`config.mk`:
```
export PLATFORM = sky130hd
export DESIGN_NAME = dmem_responder
export DESIGN_NICKNAME = d
export VERILOG_FILES = /design/src/rtl/mem_pkg.sv /design/src/rtl/dmem_array.sv /design/src/rtl/dmem_responder.sv
export SDC_FILE = /design/constraint.sdc
export NUM_CORES = 2
export LEC_CHECK = 0
export BUFFER_PORTS_ARGS = -buffer_cell sky130_fd_sc_hd__buf_4
export CORE_MARGIN = 5
export CORE_UTILIZATION = 49
export CTS_BUF_LIST = sky130_fd_sc_hd__clkbuf_4
export DETAILED_ROUTE_END_ITERATION = 10
export GPL_TIMING_DRIVEN = 0
export HOLD_SLACK_MARGIN = 0.03
export PLACE_DENSITY_LB_ADDON = 0.1
export SLEW_MARGIN = 10
export SYNTH_ARGS = -nofsm -noshare
export SYNTH_HDL_FRONTEND = slang
export SYNTH_HIERARCHICAL = 1
export SYNTH_SLANG_ARGS = --single-unit
```
`constraint.sdc`:
```
create_clock -name clk -period 4.56 [get_ports clk]
set_input_delay 0.228 -clock clk [delete_from_list [all_inputs] [get_ports clk]]
set_output_delay 0.228 -clock clk [all_outputs]
set_load 0.01 [all_outputs]
```
`src/rtl/mem_pkg.sv`:
```
// Shared types and limits for the data-memory responder.
package mem_pkg;

    localparam int LATENCY_MAX = 15;
    localparam int DMEM_DATA_W = 16;
    localparam int DMEM_ADDR_W = 8;

    typedef enum logic [1:0] {
        IDLE = 2'd0,
        WAIT = 2'd1,
        RESP = 2'd2
    } dmem_state_e;

    // Request/response views for the default core configuration.
    typedef struct packed {
        logic                       we;
        logic [DMEM_ADDR_W-1:0]     addr;
        logic [DMEM_DATA_W-1:0]     wdata;
        logic [DMEM_DATA_W/8-1:0]   be;
    } dmem_req_t;

    typedef struct packed {
        logic [DMEM_DATA_W-1:0]     rdata;
        logic                       err;
    } dmem_resp_t;

    function automatic logic [3:0] wcnt_load(input int latency);
        return 4'(latency - 1);
    endfunction

endpackage

```
`src/rtl/dmem_array.sv`:
```
// Single-port word storage with byte-enabled synchronous write and registered read.
module dmem_array #(
    parameter int DATA_W = 16,
    parameter int DEPTH  = 200,
    parameter int ADDR_W = 8
) (
    input  logic                clk,
    input  logic                wr_en,
    input  logic                rd_en,
    input  logic [ADDR_W-1:0]   addr,
    input  logic [DATA_W-1:0]   wdata,
    input  logic [DATA_W/8-1:0] be,
    output logic [DATA_W-1:0]   rdata
);

    logic [DATA_W-1:0] mem [DEPTH];

    // Contents are deliberately left unreset; callers guard addr against DEPTH.
    always_ff @(posedge clk) begin
        if (wr_en) begin
            for (int b = 0; b < DATA_W/8; b++) begin
                if (be[b]) begin
                    mem[addr][b*8 +: 8] <= wdata[b*8 +: 8];
                end
            end
        end
        if (rd_en) begin
            rdata <= mem[addr];
        end
    end

endmodule

```
`src/rtl/dmem_responder.sv`:
```
// Data-memory responder: one request at a time, programmable wait states,
// byte-enabled write or read, single-cycle response, abort while waiting.
//
// state | meaning
// IDLE  | ready for a request
// WAIT  | counting wait states; access happens when wcnt reaches 0
// RESP  | resp_valid high for one cycle
module dmem_responder
    import mem_pkg::*;
#(
    parameter int DATA_W  = 16,
    parameter int DEPTH   = 200,
    parameter int ADDR_W  = 8,
    parameter int LATENCY = 2
) (
    input  logic                clk,
    input  logic                rst,
    input  logic                req_valid,
    output logic                req_ready,
    input  logic                req_we,
    input  logic [ADDR_W-1:0]   req_addr,
    input  logic [DATA_W-1:0]   req_wdata,
    input  logic [DATA_W/8-1:0] req_be,
    input  logic                abort,
    output logic                resp_valid,
    output logic [DATA_W-1:0]   resp_rdata,
    output logic                resp_err,
    output logic                busy
);

    localparam int BE_W = DATA_W/8;
    localparam logic [1:0] ST_IDLE = IDLE;
    localparam logic [1:0] ST_WAIT = WAIT;
    localparam logic [1:0] ST_RESP = RESP;
    localparam logic [3:0] WCNT_LOAD = wcnt_load(LATENCY);
    localparam logic [ADDR_W:0] DEPTH_L = (ADDR_W+1)'(DEPTH);

    logic [1:0]        state;
    logic [3:0]        wcnt;
    logic              cap_we;
    logic [ADDR_W-1:0] cap_addr;
    logic [DATA_W-1:0] cap_wdata;
    logic [BE_W-1:0]   cap_be;
    logic              err_q;
    logic              rd_q;

    logic              in_range;
    logic              access;
    logic [DATA_W-1:0] arr_rdata;

    assign in_range = ({1'b0, cap_addr} < DEPTH_L);
    // Abort on the final wait cycle must still suppress the access.
    assign access   = (state == ST_WAIT) && (wcnt == 4'd0) && !abort;

    always_ff @(posedge clk or negedge rst) begin
        if (!rst) begin
            state     <= ST_IDLE;
            wcnt      <= 4'd0;
            cap_we    <= 1'b0;
            cap_addr  <= '0;
            cap_wdata <= '0;
            cap_be    <= '0;
            err_q     <= 1'b0;
            rd_q      <= 1'b0;
        end else begin
            case (state)
                ST_IDLE: begin
                    if (req_valid) begin
                        cap_we    <= req_we;
                        cap_addr  <= req_addr;
                        cap_wdata <= req_wdata;
                        cap_be    <= req_be;
                        wcnt      <= WCNT_LOAD;
                        state     <= ST_WAIT;
                    end
                end
                ST_WAIT: begin
                    if (abort) begin
                        wcnt  <= 4'd0;
                        state <= ST_IDLE;
                    end else if (wcnt != 4'd0) begin
                        wcnt <= wcnt - 4'd1;
                    end else begin
                        err_q <= !in_range;
                        rd_q  <= !cap_we && in_range;
                        state <= ST_RESP;
                    end
                end
                ST_RESP: begin
                    err_q <= 1'b0;
                    rd_q  <= 1'b0;
                    state <= ST_IDLE;
                end
                default: begin
                    wcnt  <= 4'd0;
                    state <= ST_IDLE;
                end
            endcase
        end
    end

    dmem_array #(
        .DATA_W (DATA_W),
        .DEPTH  (DEPTH),
        .ADDR_W (ADDR_W)
    ) u_array (
        .clk   (clk),
        .wr_en (access && cap_we && in_range),
        .rd_en (access && !cap_we && in_range),
        .addr  (cap_addr),
        .wdata (cap_wdata),
        .be    (cap_be),
        .rdata (arr_rdata)
    );

    assign req_ready  = (state == ST_IDLE);
    assign busy       = (state != ST_IDLE);
    assign resp_valid = (state == ST_RESP);
    assign resp_err   = (state == ST_RESP) && err_q;
    // Array read register is unreset, so only expose it for a valid read response.
    assign resp_rdata = ((state == ST_RESP) && rd_q) ? arr_rdata : '0;

endmodule

```
[Word level (Yosys, flattened, before mapping)]
Memory sizes are Yosys's and may differ from the RTL's. A register that Yosys moved wholly into a read port is not among the register bits.
Index checks and enable logic that the tools add are counted.
Storage, ports and cells
  register bits: 35
  RAM bits: 3200
  input bits: 31
  output and inout bits: 20
  logic and storage cells: 61
  memories: 1
Memory list
  u_array.mem: words 200, width 16, rd ports 1, clocked after memory_dff 1, write ports 1, RTL line dmem_array.sv:16  | logic [DATA_W-1:0] mem [DEPTH];
Cells by class
  add/subtract/negate cells: 1
  $lt $le $gt $ge: 1
  eq/ne operators: 7
  muxes and demuxes: 21
  bitwise logic cells: 1
  reduce and logical (&&, ||, !) cells: 21
Operators with widths (count)
  $mux W16: 1
  $mux W4: 3
  $pmux W4 S3: 1
  $mux W1: 10
  $logic_and A1 B1 Y1: 9
  $lt A8 B8 Y1 const B: 1
  $mux W2: 3
  $ne A2 B2 Y1 const B: 3
  $reduce_and A3 Y1: 2
  $logic_not A4 Y1: 1
  $pmux W1 S2: 2
  $pmux W2 S2: 1
  $reduce_and A2 Y1: 2
  $reduce_bool A2 Y1: 2
  $reduce_bool A4 Y1: 1
  $sub A4 B1 Y4 const B: 1
  $logic_not A1 Y1: 3
  $ne A3 B2 Y1 const B: 1
  $ne A3 B3 Y1 const B: 1
  $eq A2 B1 Y1 const B: 1
  $eq A2 B2 Y1 const B: 1
  $logic_not A2 Y1: 1
  $not A1 Y1: 1

[Depth between registers and ports, before layout]
  depth after elaboration: 7
  gate-level depth with buffers: 12
  depth with buffers taken out: 8

[Hierarchy]
The synthesis kept the hierarchy.
Modules (own cells, without submodules)
  dmem_array: times used 1, cells an instance 6004, area each 123903.8 um^2, sequential area each 96572.6 um^2
  dmem_responder: times used 1, cells an instance 122, area each 1591.5 um^2, sequential area each 875.8 um^2

[Worst setup path after synthesis]
OpenSTA, ideal clock, no wires.
  path kind: reg2reg
  from: reg cap_wdata[0]
  to: mem u_array.mem[0][0] (data pin)
  library setup time: 0.672 ns
  arrival time: 2.550 ns
  data required time: 3.888 ns
  slack: 1.338 ns
  cell stages (with the launch flop): 1
  path buffers: 0
  clock period less this slack: 3.222 ns
  path through: dfrtp_1
RTL lines
  start, declared: RTL line dmem_responder.sv:42  | logic [DATA_W-1:0] cap_wdata;
  start signal, assigned: RTL line dmem_responder.sv:71  | cap_wdata <= req_wdata;
  end, declared: RTL line dmem_array.sv:16
Straight into the memory's write port.

[Worst setup path in the final report]
  from: reg cap_addr[2]
  to: mem u_array.mem[85][8], enable pin
On the way
  cells in the longest elaborated chain, start to end: 4
Ends and longest elaborated chain
  start, declared: RTL line dmem_responder.sv:41  | logic [ADDR_W-1:0] cap_addr;
  start signal, assigned: RTL line dmem_responder.sv:70  | cap_addr <= req_addr;
  $lt A8 B8 Y1: RTL line dmem_responder.sv:51  | assign in_range = ({1'b0, cap_addr} < DEPTH_L);
  $logic_and A1 B1 Y1: RTL line dmem_responder.sv:108  | .wr_en (access && cap_we && in_range),
  $mux W1: RTL line dmem_array.sv:20  | if (wr_en) begin
  $mux W1 (implied by the code): RTL line dmem_array.sv:23  | mem[addr][b*8 +: 8] <= wdata[b*8 +: 8];
Parallel ways exist; a longest one is shown, timed or not.

==> results by group <==
Synth
  – Mapped Cells: 6126
  – Main combinational cell family by area after synthesis: multiplexers
  – Post-Synth Adder-Cell Area: 0.000199
  – Most frequent cell after synthesis: edfxtp_1
  – Synth cell types: between 60 and 70
  – Main synth FF type: edfxtp_1
  – Register area share after synthesis: 0.777
  – Area share of the largest cell type after synthesis: 0.770
  – Syn avg cell area: just over 20 um2
  – Synth cell count leaders: 3216 x edfxtp_1, 625 x mux4_2, 448 x nor2_1, 372 x mux2i_1, 203 x clkbuf_1
  – Synth Area in Simple Gates: 0.0297
  – Compound-Gate Fraction of Synth Area: 0.0335
  – Post-synth ARST share: 0.0108
  – Synth Cell Area: about 130000 um2
  – Ys Warns: 6
  – Post-synth EDFFs: around 3200
  – Post-synth top area cell: edfxtp_1
  – Post-synthesis register bit count: 3251
  – Syn nets: between 6000 and 7000
  – Mux cell area share after synthesis: 0.146
  – Synth area leaders: edfxtp_1 77%, mux4_2 11%, mux2i_1 3.0%
  – Xor/xnor share of the synthesized area: 0

Pwr
  – Seq pwr share: 0.405
  – Power per Cell Area: about 660 nW/um2
  – Clock network power share: 0.251
  – VDD IR max: between 0.0004 and 0.0005 V
  – Net switching fraction of the power: 0.372
  – Internal Power: around 0.060 W
  – Net Sw Power: 0.0356 W
  – Logic pwr share: 0.344
  – Pleak: ~47 nW

Clock network
  – CTS tree: built
  – Worst skew pair latency: ~1600 ps
  – Max clock buf depth: 4
  – H-tree depth: 6
  – Clock-pin slew on the worst setup and hold paths: around 90 ps
  – # clock sinks: 3251
  – Num CTS Buffers: 816
  – Clock root buffer: clkbuf_4

Routing
  – Drt via density: approximately 6.3
  – Final wirelength: between 300000 and 400000 um
  – Pre-Repair DR Iteration Count: 5
  – Final ANT Viol Nets: 0
  – Vias: roughly 69000
  – 1st-iter DRT viols: 8818
  – Avg WL per Cell: 35.6 um
  – # DRC: 0

Place
  – Detailed Place HPWL: 271000 um
  – Port-buffer cells: 50
  – GP Congestion: slightly above 0.9

Worst hold path
  – Worst Hold Class: primary input to async pin

Die
  – Initial Util: 0.493
  – Rows: around 190
  – Ports: between 50 and 60
  – DIE WIDTH: 516 um
  – Core area: 255000 um2
  – Height of the die: a little over 500 um
  – Die area: between 200000 and 300000 um2

Worst setup path
  – Crit path arrival time: just under 6000 ps
  – Worst setup EP type: flip-flop
  – Worst Setup Path Type: flip-flop to flip-flop
  – Max FO, Critical Path: 10
  – Crit path launch type: flip-flop
  – Worst path required time: between 5000 and 6000 ps

STA
  – Unrepaired setup endpoints after global routing: true
  – Period utilization: 1.04
  – Tmin final: approximately 4700 ps
  – Fin Clk Skew: between 100 and 150 ps
  – Max Clk Rate: 212 MHz
  – Final setup viols: 200
  – Total negative setup slack: -11090 ps
  – Hold violation count in the final report: 0
  – Slew Limit Headroom: -0.00298
  – Setup ws final: -160 ps
  – Pins Over Slew Limit: 10
  – Worst slew pin tran: roughly 1500 ps

Global route
  – First-pass GRT wire length: between 500000 and 600000 um
  – Overall fraction of global-route tracks in use: 0.295
  – Antenna violations before repair: 26
  – Vias in the first global route: 69500
  – Grt total ovfl: 0
  – Largest net degree at the start of global routing: 81

Run status
  – Failing checks: max-capacitance violations, max-slew violations, negative setup slack
  – Status: complete, but fails checks

Layout
  – Layout area overhead: 15.8%
  – Share of cells above drive strength 1: 0.346
  – Nets: ~7000
  – Layout Utilization: 0.571
  – Fill cells: between 15000 and 20000

Flow run
  – Max cap viols: 1
-- cells by family after synthesis --
family                   count (synthesis)
flip-flops                            3251
multiplexers                          1041
AND/OR/NAND/NOR                        842
AO/OA/AOI/OAI                          600
buffers and inverters                  390
adder cells (fa/ha/maj)                  2
-- critical path, cell delays in order (launching register included) --
cell and delay [ps]:
dfrtp_2 610, buf_2 450, nor2b_1 190, clkbuf_2 440, clkdlybuf4s15_2 670, nand2_2 470
clkbuf_2 690, nor2_2 670
-- flip-flops by register name, indices dropped and copies added, names as in the netlist, 2 cells and up --
| register | flops |
|---|---|
| wcnt | 4 |
| u_array/rdata | 16 |
| cap_wdata | 16 |
| state | 2 |
| cap_be | 2 |
| cap_addr | 8 |
| u_array/mem | 3200 |
-- layer usage --
layer / up-vias / share of wire / global-route usage
li1: 28100 / - / -
met1: 36600 / 0.38 / 0.394
met2: 3989 / 0.47 / 0.460
met3: 805 / 0.097 / 0.0660
met4: 14 / 0.057 / 0.153
met5: - / 0.00020 / 0
-- power by group through the flow --
stage	clock network (W)	registers, W	logic (W)
6_report	0.0240	0.0388	0.0330
4_1_cts	0.0245	0.0388	0.0322
5_1_grt	0.0262	0.0389	0.0335
3_5_place_dp	0	0.0395	0.0313
3_3_place_gp	0	0.0430	0.0254
2_1_floorplan	0	0.0411	0.0140
-- path summary, 6_finish.rpt --
| kind | slack [ps] | end | cells past startpoint | startpoint |
|---|---|---|---|---|
| worst max-delay path | -160 | u_array/mem[85][8]$_DFFE_PP_ | 7 | cap_addr[2]$_DFFE_PN0P_ |
| max in group asynchronous | 3870 | cap_wdata[15]$_DFFE_PN0P_ | 5 | rst |
| min in group clk | 440 | wcnt[2]$_DFFE_PN0P_ | 6 | req_valid |
| worst max register to register | -160 | u_array/mem[85][8]$_DFFE_PP_ | 7 | cap_addr[2]$_DFFE_PN0P_ |
| worst min register to register | 520 | wcnt[3]$_DFFE_PN0P_ | 1 | wcnt[3]$_DFFE_PN0P_ |
| worst min-delay path | 290 | cap_wdata[3]$_DFFE_PN0P_ | 5 | rst |
-- final cells by class --
class | count | area [um2] | area share
antenna | 9 | 22.5 | 0.000155
buffer | 381 | 2130 | 0.0147
clock buffer | 1165 | 8750 | 0.0602
clock inverter | 228 | 1360 | 0.00934
inverter | 5 | 18.8 | 0.000129
multi-input combinational | 2485 | 28200 | 0.194
sequential | 3251 | 97500 | 0.671
tap | 3366 | 4210 | 0.0290
timing repair buffer | 228 | 3110 | 0.0214
-- stage by stage --
step	hold slack [ps]	instance area [um2]	power [W]	std cells	setup slack [ps]
after floorplan	-67.6	125000	0.0551	6126	1340
after global placement	281	130000	0.0685	9542	-3490
after detailed placement	289	132000	0.0708	9614	-2940
after CTS	61.1	145000	0.0955	11100	-367
after global routing	267	145000	0.0985	11100	-116
final	292	145000	0.0958	11100	-160
-- layout by cell type, fill, tap and decap left out, types with 17 or more instances in the layout --
cell / netlist / final
nand2_1: 186 / 172
nor2_4: 0 / 151
a22o_1: 31 / 31
clkbuf_1: 203 / 105
mux2_1: 20 / 20
edfxtp_1: 3216 / 3216
a21oi_1: 96 / 83
o21ai_0: 49 / 49
nor2b_1: 34 / 34
nor4_1: 17 / 17
mux4_2: 625 / 625
and3_1: 20 / 20
buf_6: 14 / 24
clkbuf_4: 0 / 1181
mux2i_1: 372 / 372
a211oi_1: 47 / 47
dlygate4sd3_1: 0 / 92
buf_4: 24 / 108
nor2_2: 0 / 149
mux2_2: 24 / 24
buf_16: 0 / 49
buf_2: 104 / 91
nor2_1: 448 / 148
clkinv_1: 0 / 149
o22ai_1: 95 / 94
clkinv_2: 0 / 22
nand4_1: 32 / 32
a22oi_1: 162 / 161
nor3_1: 20 / 17
clkbuf_2: 0 / 78
-- repair_timing --
action / CTS / global route
hold endpoints to repair: 86 / 0
setup buffers: 11 / 2
resized for setup: 490 / 230
endpoints found under the setup margin: 3190 / 2390
pin swaps: 4 / 4
hold buffers: 93 / 0
cloned: 0 / 0
Note: power is estimated with default switching activity, not from simulation.
